`config.mk`:
```
export PLATFORM = sky130hd
export DESIGN_NAME = esn_neuron_acc_flat
export DESIGN_NICKNAME = d
export VERILOG_FILES = /design/src/rtl/esn_fp_pkg.sv /design/src/rtl/esn_neuron_acc_if.sv /design/src/rtl/esn_neuron_acc.sv /design/src/flat_wrapper.sv
export SDC_FILE = /design/constraint.sdc
export NUM_CORES = 1
export LEC_CHECK = 0
export BUFFER_PORTS_ARGS = -buffer_cell sky130_fd_sc_hd__buf_2
export CAP_MARGIN = 10
export CELL_PAD_IN_SITES_DETAIL_PLACEMENT = 2
export CELL_PAD_IN_SITES_GLOBAL_PLACEMENT = 2
export CORE_MARGIN = 2
export CORE_UTILIZATION = 35
export CTS_CLUSTER_SIZE = 25
export DETAILED_ROUTE_END_ITERATION = 6
export PLACE_DENSITY_LB_ADDON = 0.1
export SKIP_CTS_REPAIR_TIMING = 1
export SYNTH_ARGS = -nofsm -noshare
export SYNTH_HDL_FRONTEND = slang
export SYNTH_SLANG_ARGS = --single-unit
```
`constraint.sdc`:
```
create_clock -name clk -period 5.7 [get_ports clk]
set_clock_uncertainty 0.1 [all_clocks]
set_input_delay 0.285 -clock clk [delete_from_list [all_inputs] [get_ports clk]]
set_output_delay 0.285 -clock clk [all_outputs]
set_load 0.01 [all_outputs]
```
`src/rtl/esn_fp_pkg.sv`:
```
// Shared FP32 constants, FSM state encoding and defaults for the ESN neuron accumulator.
package esn_fp_pkg;

  typedef logic [31:0] fp32_t;

  localparam fp32_t FP_POS_ZERO = 32'h0000_0000;
  localparam fp32_t FP_NEG_ZERO = 32'h8000_0000;
  localparam fp32_t FP_ONE      = 32'h3F80_0000;

  localparam int ADD_LAT_DEF = 4;

  localparam logic [1:0] S_IDLE = 2'd0;
  localparam logic [1:0] S_WAIT = 2'd1;
  localparam logic [1:0] S_OUT  = 2'd2;

endpackage

```
`src/rtl/esn_neuron_acc_if.sv`:
```
// Term stream, adder operand/result and sum stream of one ESN neuron accumulator.
interface esn_neuron_acc_if
  import esn_fp_pkg::*;
#(
  parameter int CNT_W = 16
);

  logic             in_valid;
  logic             in_ready;
  fp32_t            in_data;
  logic             in_last;
  fp32_t            add_opa;
  fp32_t            add_opb;
  fp32_t            add_out;
  logic             sum_valid;
  logic             sum_ready;
  fp32_t            sum_data;
  logic [CNT_W-1:0] sum_count;

  // Accumulator side.
  modport slave (
    input  in_valid, in_data, in_last, add_out, sum_ready,
    output in_ready, add_opa, add_opb, sum_valid, sum_data, sum_count
  );

  // Producer, adder and consumer side.
  modport master (
    output in_valid, in_data, in_last, add_out, sum_ready,
    input  in_ready, add_opa, add_opb, sum_valid, sum_data, sum_count
  );

endinterface

```
`src/rtl/esn_neuron_acc.sv`:
```
// Sequential FP32 accumulator: feeds an external pipelined adder one term at a
// time and presents the finished neuron pre-activation sum with a handshake.
module esn_neuron_acc
  import esn_fp_pkg::*;
#(
  parameter int ADD_LAT = ADD_LAT_DEF,
  parameter int CNT_W   = 16
) (
  input  logic                    clk,
  input  logic                    rst_n,
  esn_neuron_acc_if.slave         bus
);

  localparam int WCNT_W = $clog2(ADD_LAT + 1);
  localparam logic [WCNT_W-1:0] WCNT_END = WCNT_W'(ADD_LAT);

  logic [1:0]        r_state;
  fp32_t             r_acc;
  fp32_t             r_opa;
  fp32_t             r_opb;
  logic              r_last_q;
  logic [WCNT_W-1:0] r_wcnt;
  logic [CNT_W-1:0]  r_elem_cnt;
  logic              r_in_ready;
  logic              r_sum_valid;
  fp32_t             r_sum_data;
  logic [CNT_W-1:0]  r_sum_count;
  logic [CNT_W-1:0]  w_cnt_inc;

  // Element count saturates so very long vectors still report a sane count.
  assign w_cnt_inc = (&r_elem_cnt) ? r_elem_cnt : r_elem_cnt + 1'b1;

  // NOTE: sequential state uses non-blocking assignments so every register
  // samples pre-edge values regardless of statement order.
  always_ff @(posedge clk or negedge rst_n) begin
    if (!rst_n) begin
      r_state     <= S_IDLE;
      r_acc       <= FP_POS_ZERO;
      r_opa       <= FP_POS_ZERO;
      r_opb       <= FP_POS_ZERO;
      r_last_q    <= 1'b0;
      r_wcnt      <= '0;
      r_elem_cnt  <= '0;
      r_in_ready  <= 1'b1;
      r_sum_valid <= 1'b0;
      r_sum_data  <= FP_POS_ZERO;
      r_sum_count <= '0;
    end else begin
      case (r_state)
        S_IDLE: begin
          if (bus.in_valid && r_in_ready) begin
            r_opa      <= r_acc;
            r_opb      <= bus.in_data;
            r_last_q   <= bus.in_last;
            r_wcnt     <= '0;
            r_in_ready <= 1'b0;
            r_state    <= S_WAIT;
          end
        end
        S_WAIT: begin
          r_wcnt <= r_wcnt + 1'b1;
          // Operands have been stable for ADD_LAT edges, so add_out is final.
          if (r_wcnt == WCNT_END) begin
            r_acc      <= bus.add_out;
            r_elem_cnt <= w_cnt_inc;
            if (r_last_q) begin
              r_sum_valid <= 1'b1;
              r_sum_data  <= bus.add_out;
              r_sum_count <= w_cnt_inc;
              r_state     <= S_OUT;
            end else begin
              r_in_ready <= 1'b1;
              r_state    <= S_IDLE;
            end
          end
        end
        S_OUT: begin
          if (bus.sum_ready) begin
            r_acc       <= FP_POS_ZERO;
            r_elem_cnt  <= '0;
            r_sum_valid <= 1'b0;
            r_in_ready  <= 1'b1;
            r_state     <= S_IDLE;
          end
        end
        default: r_state <= S_IDLE;
      endcase
    end
  end

  assign bus.in_ready  = r_in_ready;
  assign bus.add_opa   = r_opa;
  assign bus.add_opb   = r_opb;
  assign bus.sum_valid = r_sum_valid;
  assign bus.sum_data  = r_sum_data;
  assign bus.sum_count = r_sum_count;

endmodule

```
`src/flat_wrapper.sv`:
```
// flat-port wrapper written by rule: the top's interface ports become plain ports
module esn_neuron_acc_flat import esn_fp_pkg::*;
#(
  parameter int ADD_LAT = ADD_LAT_DEF,
  parameter int CNT_W   = 16
)
  (clk, rst_n, bus_in_valid, bus_in_data, bus_in_last, bus_add_out, bus_sum_ready, bus_in_ready, bus_add_opa, bus_add_opb, bus_sum_valid, bus_sum_data, bus_sum_count);
  esn_neuron_acc_if #(.CNT_W(CNT_W)) bus_i ();
  input  logic clk;
  input  logic rst_n;
  input wire logic [$bits(bus_i.in_valid)-1:0] bus_in_valid;
  input wire logic [$bits(bus_i.in_data)-1:0] bus_in_data;
  input wire logic [$bits(bus_i.in_last)-1:0] bus_in_last;
  input wire logic [$bits(bus_i.add_out)-1:0] bus_add_out;
  input wire logic [$bits(bus_i.sum_ready)-1:0] bus_sum_ready;
  output wire logic [$bits(bus_i.in_ready)-1:0] bus_in_ready;
  output wire logic [$bits(bus_i.add_opa)-1:0] bus_add_opa;
  output wire logic [$bits(bus_i.add_opb)-1:0] bus_add_opb;
  output wire logic [$bits(bus_i.sum_valid)-1:0] bus_sum_valid;
  output wire logic [$bits(bus_i.sum_data)-1:0] bus_sum_data;
  output wire logic [$bits(bus_i.sum_count)-1:0] bus_sum_count;
  assign bus_i.in_valid = bus_in_valid;
  assign bus_i.in_data = bus_in_data;
  assign bus_i.in_last = bus_in_last;
  assign bus_i.add_out = bus_add_out;
  assign bus_i.sum_ready = bus_sum_ready;
  assign bus_in_ready = bus_i.in_ready;
  assign bus_add_opa = bus_i.add_opa;
  assign bus_add_opb = bus_i.add_opb;
  assign bus_sum_valid = bus_i.sum_valid;
  assign bus_sum_data = bus_i.sum_data;
  assign bus_sum_count = bus_i.sum_count;
  esn_neuron_acc #(.ADD_LAT(ADD_LAT), .CNT_W(CNT_W)) u_core (.clk(clk), .rst_n(rst_n), .bus(bus_i));
endmodule
```
==> summary.md <==
| Metric | Value |
|---|---|
| Area growth from synthesis to layout | 30.02% |
| Critical Path Sink Type | register |
| CTS Root Cell | clkbuf_16 |
| Summed instance area of the synthesized netlist | 7273 sq um |
| Clock-pin slew on the worst setup and hold paths | 0.07 ns |
| Drt initial violations | 186 |
| TNS Setup | 0 ns |
| Sequential-to-total area share from yosys stat | 0.5782 |
| Logic depth of the worst register-to-register path | 6 |
| Critical R2R Capture | u_core.bus.sum_count[3] |
| Final Slew Violations | 0 |
| Antenna violations before repair | 0 |
| Number of nets with antenna violations after routing | 0 |
| Total GRT Usage | 0.1994 |
| Cell variety after synth | between 50 and 60 |
| Count of TritonRoute iterations in the first routing pass | 4 |
| Most area-consuming cells after synthesis | dfrtp_1 (57%), nand2_1 (8.3%), mux2_2 (5.3%), o21ai_0 (5.0%), nand3b_1 (3.4%) |
| Combinational power share | 0.332 |
| Cts bufs inserted | 17 |
| Capture point of the critical path | u_core.bus.sum_count[3] |
| Overall routed net length | 22,500 um |
| WHS Path Cells | 3 |
| Clock latency of the later-clocked register in the worst-skew pair | approximately 0.43 ns |
| Number of endpoints failing setup at the final stage | 0 |
| Total DRC errors in the routed layout | 0 |
| Slowest stage delay, CP | 0.58 ns |
| Worst R2R Setup Slack | 2.81 ns |
| Met3 WL post-DR | 1078 um |
| Time the final worst path needs with I/O delays and setup | around 2.9 ns |
| Failing checks | hold timing |
| Maximum number of pins on one net before global-route repair | 97 |
| TritonCTS clock tree | yes |
| Post-layout net count | 979 |
| Height of the die | 148.2 um |
| Std cell rows | 52 |
| Worst Tran Pin Value | 1.134 ns |
| Synthesized flop and latch total | about 170 |
| Fraction of power consumed by sequential logic | 0.416 |
| Most frequent cells in the layout | buf_2 (181), dfrtp_1 (167), nand2_1 (160), o21ai_0 (73), dlygate4sd3_1 (49) |
| Total power density per cell area | 473.6 nW/um^2 |
| Fraction of final layout cells with drive strength greater than 1 | 0.2980 |
| Detailed-route wire length on metal 1 | about 9300 um |
| Count of inserted antenna diode cells | 0 |
| WP data arrival | 3.15 ns |
| Clk network pwr share | 0.252 |
| Status | finished with violations |
| Leading cell type in the layout, fill and taps excluded | buf_2 |
| Die extent in x | around 150 um |
| Max-cap violations | 0 |
| Number of top-level pins | between 150 and 200 |
| Proportion of netlist area held by the largest area contributor | 0.5746 |
| Final Instance Count excl. Fillers | between 1,000 and 1,500 |
| Crit path required time | between 5 and 6 ns |
| Proportion of synthesized flip-flops having asynchronous set or reset | 1.000 |
| Leftover overflow at the end of global routing | 0 |
| HPWL after detailed placement | 14,170 um |
| Uppermost routed layer | met4 |
| Worst-path fanout max | 49 |
| Placed cell count | 1,104 |
| Max IR drop VDD | 0.2347 mV |
| Hold crit path type | in2reg |
| Buffers on Ports | 182 |
| Net switching fraction of the power | 0.3735 |
| Synthesized netlist net count | 765 |
| Most used flip-flop cell after synthesis | dfrtp_1 |
| Leak | about 4.5 nW |
| EDFF count, synth | 0 |
| Maximum clock frequency | 0.3456 GHz |
| Reg2Reg Launch Point | u_core.r_state[1] |
| Max Root-Sink Buffers | 2 |
| Setup repair after global routing missed its margin | no |
| Cells traversed along the worst timing path | inv_1 > ha_1 > nand4_1 > buf_4 > or4_1 > nand3_1 |
| Worst setup path category | reg2reg |
| Int Power | 2.806 mW |
| Final hold slack | -0.02631 ns |
| Period utilisation layout | 0.5076 |
| Number of synthesis warnings | 0 |
| Effective utilization at floorplan | 0.3583 |
| Net Sw Power | 1.673 mW |
| Startpoint type of the worst setup path | register |
| First-pass GRT wire length | about 35,000 um |
| Vias per Instance | a little under 5 |
| Met2 wire len | 11,790 um |
| Via count | 5,899 |
| Routability cong. | around 0.77 |
| Count of clock tree sinks | 168 |
| Vias in the first global route | 6,388 |
| Syn Inst Count | ~690 |
| Maximum level of the CTS H-tree | 4 |
| Critical path origin | u_core.r_state[1] |
| Critical path's slowest cell | or4_1 |
| Top cell type by total area after synthesis | dfrtp_1 |
| Relative max-transition margin | 0.2419 |
| Post-Synthesis Mean Instance Area | 10.56 sq um |
| Core footprint | 20,300 sq um |
| Average wire length per cell after detail routing | roughly 19 um |
| Count of final hold-check violations | 9 |
| Area enclosed by the die boundary | between 20,000 and 25,000 sq um |
[worst min-delay path by stage]
stage / from / to / slack [ns]
after floorplan: rst_n / u_core.bus.add_opa[0] / -0.11
after global placement: rst_n / u_core.bus.sum_count[0] / 0.35
after detailed placement: rst_n / u_core.bus.sum_count[6] / 0.36
after CTS: rst_n / u_core.bus.sum_count[6] / -0.10
after global routing: bus_in_data[23] / u_core.bus.add_opb[23] / -0.003
final: bus_add_out[3] / u_core.bus.sum_data[3] / -0.03
[metal layers]
layer,GRT usage,up-vias
met4,0.05381,0
met5,0,-
met3,0.05613,17
met2,0.3433,114
li1,-,2770
met1,0.2467,2998
[power by group through the flow]
stage	clock, mW	sequential [mW]	combinational (mW)
after floorplan	0	1.94	0.769
after global placement	0	1.85	1.37
after detailed placement	0	1.88	1.44
after CTS	1.15	1.86	1.45
after global routing	1.21	1.92	1.66
final	1.13	1.86	1.49
[state kept, by name (all words and copies together), names as in the netlist, 2 cells and up]
register              count
u_core.bus.sum_count     16
u_core.bus.add_opa       32
u_core.bus.sum_data      32
u_core.r_wcnt             3
u_core.r_acc             32
u_core.bus.add_opb       32
u_core.r_elem_cnt        16
u_core.r_state            2
[critical path, delay by kind of cell (launching register included)]
kind	cells	cell delay, ns
simple gates	3	1.20
flops	1	0.40
fa+ha+maj	1	0.50
buf+inv	2	0.55
[kinds of logic (layout without fill, tap and decap cells)]
kind of cell | Yosys count | count (layout) | synth area share
simple gates | 256 | 256 | 0.1822
compound gates | 131 | 131 | 0.1113
flops | 168 | 168 | 0.5782
fa+ha+maj | 7 | 7 | 0.01204
buf+inv | 82 | 309 | 0.04937
mux | 40 | 40 | 0.06090
xor+xnor | 5 | 5 | 0.006022
[Yosys cell counts, drive strengths merged (2+ instances only)]
cell	count
xnor2	3
o21bai	2
a31o	2
buf	14
o21ai	76
mux2i	6
xor2	2
nor2	6
nand3	12
nor4	4
a211oi	2
a31oi	13
dfrtp	167
inv	40
and4	5
a2bb2oi	2
o211ai	5
o31ai	3
nand4b	2
nand2b	4
nand4	8
ha	7
mux2	34
nand3b	33
or4	5
a32o	2
and3	7
clkbuf	28
a21o	6
nand2	160
a21oi	11
nor3	7
[final cells by class]
type,count,area [sq um]
Inverter,40,150.1
Sequential cell,168,4205
Tap cell,270,337.8
Clock buffer,18,439.2
Clock inverter,14,130.1
Multi-Input combinational cell,439,2729
Timing Repair Buffer,237,1465
Fill cell,2186,10840
[through the flow]
step	setup slack [ns]	total power, mW	instance area [sq um]	util	hold WS (ns)
after floorplan	3.839	2.708	7273	-	-0.1106
after global placement	2.939	3.215	8377	0.4127	0.3500
after detailed placement	2.821	3.314	8377	0.4127	0.3578
after CTS	2.801	4.467	8946	0.4407	-0.1025
after global routing	2.567	4.790	9457	0.4659	-0.002718
final	2.807	4.478	9457	0.4659	-0.02631
Note: power is estimated with default switching activity, not from simulation.
